`config.mk`:
```
export PLATFORM = sky130hd
export DESIGN_NAME = gpio_mulcore
export DESIGN_NICKNAME = d
export VERILOG_FILES = /design/src/rtl/gpio_mulcore_pkg.sv /design/src/rtl/gpio_mulcore_popcount.sv /design/src/rtl/gpio_mulcore.sv
export SDC_FILE = /design/constraint.sdc
export NUM_CORES = 1
export LEC_CHECK = 0
export ABC_CLOCK_PERIOD_IN_PS = 7050
export CORE_ASPECT_RATIO = 0.8
export CORE_MARGIN = 3
export CORE_UTILIZATION = 35
export DETAILED_ROUTE_END_ITERATION = 12
export GPL_TIMING_DRIVEN = 0
export PLACE_DENSITY = 0.58
export SETUP_SLACK_MARGIN = 0.1
export SYNTH_ARGS = -nofsm -noshare
export SYNTH_HDL_FRONTEND = slang
export SYNTH_SLANG_ARGS = --single-unit
```
`constraint.sdc`:
```
create_clock -name clk -period 7.05 [get_ports clk]
set_clock_uncertainty 0.05 [all_clocks]
set_input_delay 1.41 -clock clk [delete_from_list [all_inputs] [get_ports clk]]
set_output_delay 1.41 -clock clk [all_outputs]
set_load 0.02 [all_outputs]
```
`src/rtl/gpio_mulcore_pkg.sv`:
```
// rtl/gpio_mulcore_pkg.sv - shared types, default bus map and status bit layout for gpio_mulcore
package gpio_mulcore_pkg;

  typedef enum logic [1:0] {
    S_IDLE,
    S_MUL,
    S_COUNT,
    S_FINISH
  } state_e;

  localparam logic [15:0] DEF_ADDR_A1   = 16'h037F;
  localparam logic [15:0] DEF_ADDR_A2   = 16'h0388;
  localparam logic [15:0] DEF_ADDR_RESL = 16'h0390;
  localparam logic [15:0] DEF_ADDR_RESH = 16'h03A8;
  localparam logic [15:0] DEF_ADDR_ONES = 16'h0398;
  localparam logic [15:0] DEF_ADDR_CSR  = 16'h03A0;

  localparam int STAT_VALID = 0;
  localparam int STAT_READY = 1;
  localparam int STAT_ERR   = 2;
  localparam int STAT_CARRY = 3;

  localparam int   CSR_MODE_BIT = 1;
  localparam logic MODE_MUL     = 1'b0;
  localparam logic MODE_MAC     = 1'b1;

endpackage

```
`src/rtl/gpio_mulcore_popcount.sv`:
```
// rtl/gpio_mulcore_popcount.sv - combinational ones counter
module gpio_mulcore_popcount #(
  parameter int IN_W  = 32,
  parameter int OUT_W = $clog2(IN_W + 1)
) (
  input  logic [IN_W-1:0]  data_i,
  output logic [OUT_W-1:0] ones_o
);

  always_comb begin
    ones_o = '0;
    for (int i = 0; i < IN_W; i++) begin
      ones_o = ones_o + OUT_W'(data_i[i]);
    end
  end

endmodule

```
`src/rtl/gpio_mulcore.sv`:
```
// rtl/gpio_mulcore.sv - bus-mapped shift-add multiplier / MAC with popcount, status and irq
// Operands are snapshotted at start so the bus may reload A1/A2 while an operation runs.
module gpio_mulcore
  import gpio_mulcore_pkg::*;
#(
  parameter int          OP_W      = 24,
  parameter int          DATA_W    = 32,
  parameter logic [15:0] ADDR_A1   = DEF_ADDR_A1,
  parameter logic [15:0] ADDR_A2   = DEF_ADDR_A2,
  parameter logic [15:0] ADDR_RESL = DEF_ADDR_RESL,
  parameter logic [15:0] ADDR_RESH = DEF_ADDR_RESH,
  parameter logic [15:0] ADDR_ONES = DEF_ADDR_ONES,
  parameter logic [15:0] ADDR_CSR  = DEF_ADDR_CSR
) (
  input  logic              clk,
  input  logic              n_reset,
  input  logic [15:0]       saddress,
  input  logic              srd,
  input  logic              swr,
  input  logic [DATA_W-1:0] sdata_in,
  output logic [DATA_W-1:0] sdata_out,
  input  logic [31:0]       gpio_in,
  input  logic              gpio_latch,
  output logic [31:0]       gpio_in_s_insp,
  output logic [31:0]       gpio_out,
  output logic              irq
);

  localparam int ACC_W = 2 * OP_W;
  localparam int CNT_W = $clog2(OP_W);

  state_e              state_q;
  logic [OP_W-1:0]     a1_q, a2_q, wb_q;
  logic [ACC_W-1:0]    wa_q, prod_q, acc_q, acc_d;
  logic [ACC_W:0]      mac_sum;
  logic [CNT_W-1:0]    cnt_q;
  logic                mode_q, carry_pend_q;
  logic                err_q, err_d, carry_q, carry_d;
  logic [31:0]         resl_q, resh_q, insp_q;
  logic [5:0]          ones_q, ones_w;
  logic [15:0]         op_count_q;
  logic                srd_prev_q, swr_prev_q, latch_prev_q, irq_q;
  logic [DATA_W-1:0]   rdata_q, rdata_d;
  logic [63:0]         acc_ext;
  logic                rd_stb, wr_stb, busy, start_req, stat_rd, valid;
  logic                unused_bits;

  assign unused_bits = ^sdata_in;

  gpio_mulcore_popcount #(.IN_W(32)) u_popcount (
    .data_i (acc_ext[31:0]),
    .ones_o (ones_w)
  );

  always_comb begin
    rd_stb    = srd & ~srd_prev_q;
    wr_stb    = swr & ~swr_prev_q;
    busy      = (state_q != S_IDLE);
    valid     = (resh_q == 32'h0);
    start_req = wr_stb && (saddress == ADDR_CSR);
    stat_rd   = rd_stb && (saddress == ADDR_CSR);
    mac_sum   = {1'b0, acc_q} + {1'b0, prod_q};
    acc_d     = (mode_q == MODE_MUL) ? prod_q : mac_sum[ACC_W-1:0];
    acc_ext   = 64'(acc_q);
    // Clearing read and a same-cycle set: the set wins so no event is lost.
    err_d     = (err_q & ~stat_rd) | (start_req & busy);
    carry_d   = (carry_q & ~stat_rd) | ((state_q == S_FINISH) & carry_pend_q);
    rdata_d   = '0;
    case (saddress)
      ADDR_A1:   rdata_d = DATA_W'(a1_q);
      ADDR_A2:   rdata_d = DATA_W'(a2_q);
      ADDR_RESL: rdata_d = DATA_W'(resl_q);
      ADDR_RESH: rdata_d = DATA_W'(resh_q);
      ADDR_ONES: rdata_d = DATA_W'(ones_q);
      ADDR_CSR:  rdata_d = DATA_W'({carry_q, err_q, ~busy, valid});
      default:   rdata_d = '0;
    endcase
  end

  always_ff @(posedge clk or negedge n_reset) begin
    if (!n_reset) begin
      state_q      <= S_IDLE;
      a1_q         <= '0;
      a2_q         <= '0;
      wa_q         <= '0;
      wb_q         <= '0;
      prod_q       <= '0;
      acc_q        <= '0;
      cnt_q        <= '0;
      mode_q       <= MODE_MUL;
      carry_pend_q <= 1'b0;
      err_q        <= 1'b0;
      carry_q      <= 1'b0;
      resl_q       <= '0;
      resh_q       <= '0;
      ones_q       <= '0;
      op_count_q   <= '0;
      srd_prev_q   <= 1'b0;
      swr_prev_q   <= 1'b0;
      latch_prev_q <= 1'b0;
      irq_q        <= 1'b0;
      rdata_q      <= '0;
      insp_q       <= '0;
    end else begin
      srd_prev_q   <= srd;
      swr_prev_q   <= swr;
      latch_prev_q <= gpio_latch;
      err_q        <= err_d;
      carry_q      <= carry_d;
      irq_q        <= 1'b0;
      if (gpio_latch && !latch_prev_q) insp_q <= gpio_in;
      if (rd_stb) rdata_q <= rdata_d;
      if (wr_stb && (saddress == ADDR_A1)) a1_q <= sdata_in[OP_W-1:0];
      if (wr_stb && (saddress == ADDR_A2)) a2_q <= sdata_in[OP_W-1:0];

      case (state_q)
        S_IDLE: begin
          if (start_req) begin
            wa_q    <= ACC_W'(a1_q);
            wb_q    <= a2_q;
            prod_q  <= '0;
            cnt_q   <= '0;
            mode_q  <= sdata_in[CSR_MODE_BIT];
            state_q <= S_MUL;
          end
        end
        S_MUL: begin
          if (wb_q[0]) prod_q <= prod_q + wa_q;
          wa_q  <= wa_q << 1;
          wb_q  <= wb_q >> 1;
          cnt_q <= cnt_q + 1'b1;
          if (cnt_q == CNT_W'(OP_W - 1)) state_q <= S_COUNT;
        end
        S_COUNT: begin
          acc_q        <= acc_d;
          carry_pend_q <= (mode_q == MODE_MAC) & mac_sum[ACC_W];
          state_q      <= S_FINISH;
        end
        S_FINISH: begin
          resl_q     <= acc_ext[31:0];
          resh_q     <= acc_ext[63:32];
          ones_q     <= ones_w;
          irq_q      <= 1'b1;
          op_count_q <= op_count_q + 16'd1;
          state_q    <= S_IDLE;
        end
        default: state_q <= S_IDLE;
      endcase
    end
  end

  assign sdata_out      = rdata_q;
  assign gpio_in_s_insp = insp_q;
  assign gpio_out       = {16'h0, op_count_q};
  assign irq            = irq_q;

endmodule
```
**Yosys cells after proc, flatten, opt, wreduce, memory -nomap -nowiden**

Index checks and enable logic that the tools add are counted.

- Logic and storage cells: 112
- Input port bits: 85
- Output and inout bits: 97
- Flip-flop bits (word level): 365

- Equality and inequality tests: 13
- Add/subtract/negate cells: 35
- Mux-type cells: 15
- Bitwise logic cells: 13
- Reductions and logical operators: 14

Operators with widths:

| cell | number |
|---|---|
| $mux W48 | 4 |
| $pmux W32 S6 | 1 |
| $pmux W48 S2 | 2 |
| $add A6 B1 Y6 | 30 |
| $eq A16 B10 Y1 const B | 6 |
| $add A48 B48 Y49 | 1 |
| $add A48 B48 Y48 | 1 |
| $pmux W24 S2 | 1 |
| $logic_not A32 Y1 | 1 |
| $mux W24 | 1 |
| $add A16 B1 Y16 const B | 1 |
| $pmux W5 S2 | 1 |
| $pmux W2 S4 | 1 |
| $and A1 B1 Y1 | 7 |
| $ne A2 B2 Y1 const B | 3 |
| $reduce_and A2 Y1 | 3 |
| $add A5 B1 Y5 const B | 1 |
| $eq A5 B5 Y1 const B | 1 |
| $logic_and A1 B1 Y1 | 5 |
| $mux W5 | 1 |
| $eq A2 B2 Y1 const B | 2 |
| $mux W2 | 2 |
| $not A1 Y1 | 4 |
| $reduce_bool A2 Y1 | 2 |
| other kinds (7) | 8 |

**Logic depth before layout (Yosys ltp)**

- Word-level depth: 31
- Depth in mapped cells: 18
- Mapped depth without buffers: 18

**Cells and area by module**

Synthesis repeated with hierarchy kept, for this count alone.

- Cells, all modules: 2010
- Area total of the unflattened synthesis: 20825.0 um^2

Modules (own cells, without submodules):

| module | instances | seq. area each (um^2) | cells an instance | area an instance (um^2) |
|---|---|---|---|---|
| gpio_mulcore | 1 | 9133.8 | 1939 | 20074.3 |
| gpio_mulcore_popcount | 1 | 0.0 | 71 | 750.7 |

**Worst setup path after synthesis**

No wires, ideal clock.

- Path type: register to register
- Start point: register acc_q[0]
- End point: register ones_q[4]
- Period minus slack after synthesis: 5.069 ns
- Setup time: 0.125 ns
- Stages on the path, launching flop included: 18
- Setup slack: 1.981 ns
- Arrival time: 4.895 ns
- Data required time: 6.875 ns
- Cell sequence: dfrtp_1 ha_1 inv_1 fa_1 fa_1 fa_1 fa_1 fa_1 fa_1 inv_1 fa_1 inv_1 fa_1 inv_1 a21o_1 a21oi_1 xnor2_1 mux2_2

- Cells in the longest elaborated chain, start to end: 31

Ends and longest elaborated chain:

| element | RTL line | RTL |
|---|---|---|
| start: declaration | gpio_mulcore.sv:34 | `logic [ACC_W-1:0] wa_q, prod_q, acc_q, acc_d;` |
| start signal: assignment | gpio_mulcore.sv:88 | `acc_q <= '0;` |
| start signal: assignment | gpio_mulcore.sv:135 | `acc_q <= acc_d;` |
| $add A1 B1 Y2 | gpio_mulcore_popcount.sv:13 | `ones_o = ones_o + OUT_W'(data_i[i]);` |
| $add A6 B1 Y6 (30 in series) | gpio_mulcore_popcount.sv:13 |  |
| end signal: assignment | gpio_mulcore.sv:142 | `ones_q <= ones_w;` |
| end: declaration | gpio_mulcore.sv:40 | `logic [5:0] ones_q, ones_w;` |

Every way passes these cells.
A chain may end at the register's enable or synchronous reset.

**Final worst setup path**

Same ends and word-level chain as after synthesis.

==> results.sh <==
export IMPL_drtPass1Iterations=7
export IMPL_grt_use_total_pct=21.15
export IMPL_fin_area_um2=24950
export IMPL_path_buf_inv=4
export IMPL_holdPathStages=2
export IMPL_drcViolationCount=0
export IMPL_fin_cells=3082
export IMPL_postCtsHoldBufs=0
export IMPL_drive_gt1_share_pct=10.08
export IMPL_core_area_um2=58620
export IMPL_max_freq_mhz=184.3
export IMPL_p_per_area_nw_per_um2=426.2
export IMPL_ys_flop_type="dfrtp_1"
export IMPL_placed_area_um2=23620
export IMPL_cap_violations=0
export IMPL_io_pins=182
export IMPL_slowest_delay_ns=0.54
export IMPL_portBuffers=157
export IMPL_netlist_area_um2=20930
export IMPL_rsz0062_at_grt="no"
export IMPL_cts_repair_resized=0
export IMPL_crit_path_max_fanout=4
export IMPL_clock_latency_ns=0.57
export IMPL_grt_ovfl_total=0
export IMPL_hpwl_um=51810
export IMPL_initial_utilization_pct=35.70
export IMPL_avgRoutedWirePerCell_um=21.82
export IMPL_wirelength_um=67240
export IMPL_hold_violations=0
export IMPL_vias=16989
export IMPL_die_h_um=224.7
export IMPL_worstHoldStart="sdata_out[30]"
export IMPL_cts_setup_buffers=0
export IMPL_area_growth_pct=19.24
export IMPL_antenna_found_initial=0
export IMPL_fin_crit_ns=5.426
export IMPL_holdWs_ns=0.4189
export IMPL_htree_levels=2
export IMPL_cp_start_kind="flip-flop"
export IMPL_row_count=79
export IMPL_cp_arrival_ns=5.82
export IMPL_r2r_setup_slack_ns=1.62
export IMPL_worst_setup_path_type="flip-flop to flip-flop"
export IMPL_min_period_over_period_pct=76.97
export IMPL_layout_common_cells="365 x dfrtp_1, 213 x nand2_1, 169 x o21ai_0, 156 x clkdlybuf4s50_1, 140 x a21oi_1"
export IMPL_setup_violations=0
export IMPL_vdd_ir_drop_max_uv=1003
export IMPL_fin_setup_tns_ns=0
export IMPL_grt_max_degree=115
export IMPL_ys_types=68
export IMPL_cts_buffers=41
export IMPL_clkTransAtPathRegs_ns=0.06
export IMPL_dp_cells=3010
export IMPL_via_per_inst=5.512
export IMPL_cpMostUsedCell="fa_1"
export IMPL_grt_pass1_wl_um=102900
export IMPL_yosysWarnings=0
export IMPL_ys_seq_area_share_pct=43.65
export IMPL_drt_first_iter_violations=1571
export IMPL_ff2ff_path_depth=17
export IMPL_worstHoldEndpoint="sdata_out[30]"
export IMPL_ctsRootBufferMaster="clkbuf_16"
export IMPL_die_area_um2=62770
export IMPL_synth_area_per_cell_um2=10.13
export IMPL_r2r_end="ones_q[4]"
export IMPL_outcome="completed"
export IMPL_die_w_um=279.4
export IMPL_ys_ff_latch=365
export IMPL_worst_slew_pin_slew_ns=1.368
export IMPL_tritoncts="done"
export IMPL_slew_headroom_pct=8.115
export IMPL_routabilityCongestion=0.9169
export IMPL_leakage_nw=11.46
export IMPL_path_delay_family="adder cells"
export IMPL_endpoint_kind="flip-flop"
export IMPL_finalPower_mw=10.63
export IMPL_crit_reg2reg_launch="acc_q[0]"
export IMPL_slew_viol_final=0
export IMPL_hp_class="flip-flop to flip-flop"
export IMPL_ant_nets=0
export IMPL_synth_cells=2065
export IMPL_grt_pass1_vias=16613
export IMPL_final_nets=2505
export IMPL_final_common_cell="dfrtp_1"
export IMPL_cts_buffer_depth=3
export IMPL_async_flop_share_pct=100.0
export IMPL_required_ns=7.45
export IMPL_slowest_stage="fa_1"
export IMPL_synth_edf_count=0
export IMPL_cts_sinks=365
export IMPL_worstPathCellList="ha_1 -> inv_1 -> fa_1 -> fa_1 -> fa_1 -> fa_1 -> fa_1 -> fa_1 -> inv_1 -> fa_1 -> inv_1 -> fa_1 -> inv_1 -> a21o_1 -> a21oi_1 -> xnor2_1 -> mux2_2"
==> power by group <==
group          total [mW]  internal [mW]  switching [mW]
registers            2.63           2.35           0.281
clock network        2.17           1.26           0.912
logic                5.83           2.48            3.35
total                10.6           6.09            4.54
==> layer usage <==
metal  vias to the layer above  GRT usage [%]  share of wire, %
met5                         -              0                 0
met4                         0          4.852               1.9
met3                        86          4.224               6.8
met2                       448          31.25                43
met1                      8544          31.85                48
li1                       7911              -                 -
==> synth_stat cells, drive strengths merged (22+ instances only) <==
cell | instances | area share [%]
nand4 | 22 | 0.66
o21ai | 170 | 4.1
xnor2 | 59 | 2.5
buf | 26 | 0.75
ha | 110 | 6.6
a21o | 74 | 2.7
fa | 26 | 2.5
dfrtp | 365 | 44
a21oi | 140 | 3.3
nor2 | 81 | 1.5
mux2 | 136 | 7.3
a22o | 34 | 1.4
nor3 | 22 | 0.53
mux2i | 83 | 4.0
nand2 | 214 | 3.9
clkbuf | 93 | 1.7
inv | 82 | 1.5
xor2 | 31 | 1.3
nand3 | 53 | 1.3
==> stage by stage <==
step / worst slack, ns / utilization [%]
2_1_floorplan: 1.981 / -
5_1_grt: 1.493 / 42.56
4_1_cts: 1.657 / 42.56
3_5_place_dp: 1.669 / 40.30
3_3_place_gp: -12.15 / 40.12
6_report: 1.624 / 42.57
==> tightest hold or removal path, cell delays in order (launching register included) <==
cell,delay [ns]
dfrtp_1,0.34
nand2_1,0.05
nand2_1,0.05
==> worst max path at each step <==
| stage | startpoint | end | slack [ns] | cells after the start |
|---|---|---|---|---|
| 4_1_cts | acc_q[0] | ones_q[4] | 1.66 | 17 |
| 5_1_grt | acc_q[0] | ones_q[4] | 1.49 | 17 |
| 3_3_place_gp | n_reset | gpio_in_s_insp[21] | -12.15 | 1 |
| 2_1_floorplan | acc_q[0] | ones_q[4] | 1.98 | 17 |
| 3_5_place_dp | acc_q[0] | ones_q[4] | 1.67 | 17 |
| 6_report | acc_q[0] | ones_q[4] | 1.62 | 17 |
==> area by class of cell <==
cell class / instances / area [um2]
timing repair buffer: 161 / 1667
multi-input combinational: 1514 / 11050
clock buffer: 55 / 1159
sequential: 365 / 9134
inverter: 82 / 307.8
antenna: 2 / 5.005
fill: 5658 / 33660
tap: 769 / 962.2
clock inverter: 15 / 163.9
buffer: 119 / 506.7
==> flip-flops by register name, summed over array words and instances (netlist names) <==
name,count
resh_q,16
wa_q,48
acc_q,48
ones_q,6
latch_prev_q,1
wb_q,24
op_count_q,16
a2_q,24
sdata_out,32
irq,1
carry_q,1
cnt_q,5
state_q,2
resl_q,32
err_q,1
srd_prev_q,1
swr_prev_q,1
carry_pend_q,1
a1_q,24
mode_q,1
gpio_in_s_insp,32
prod_q,48
==> kinds of logic after synthesis <==
family | after synthesis | share of synthesized area [%]
muxes | 219 | 11.29
buffers and inverters | 201 | 3.893
AOI/OAI and AO/OA | 580 | 17.93
adders and majority gates | 136 | 9.065
xor gates and xnor gates | 90 | 3.767
DFF | 365 | 43.65
and+or+nand+nor | 473 | 10.39
other | 1 | 0.01792
No activity file was read; power rests on OpenSTA's default activity.
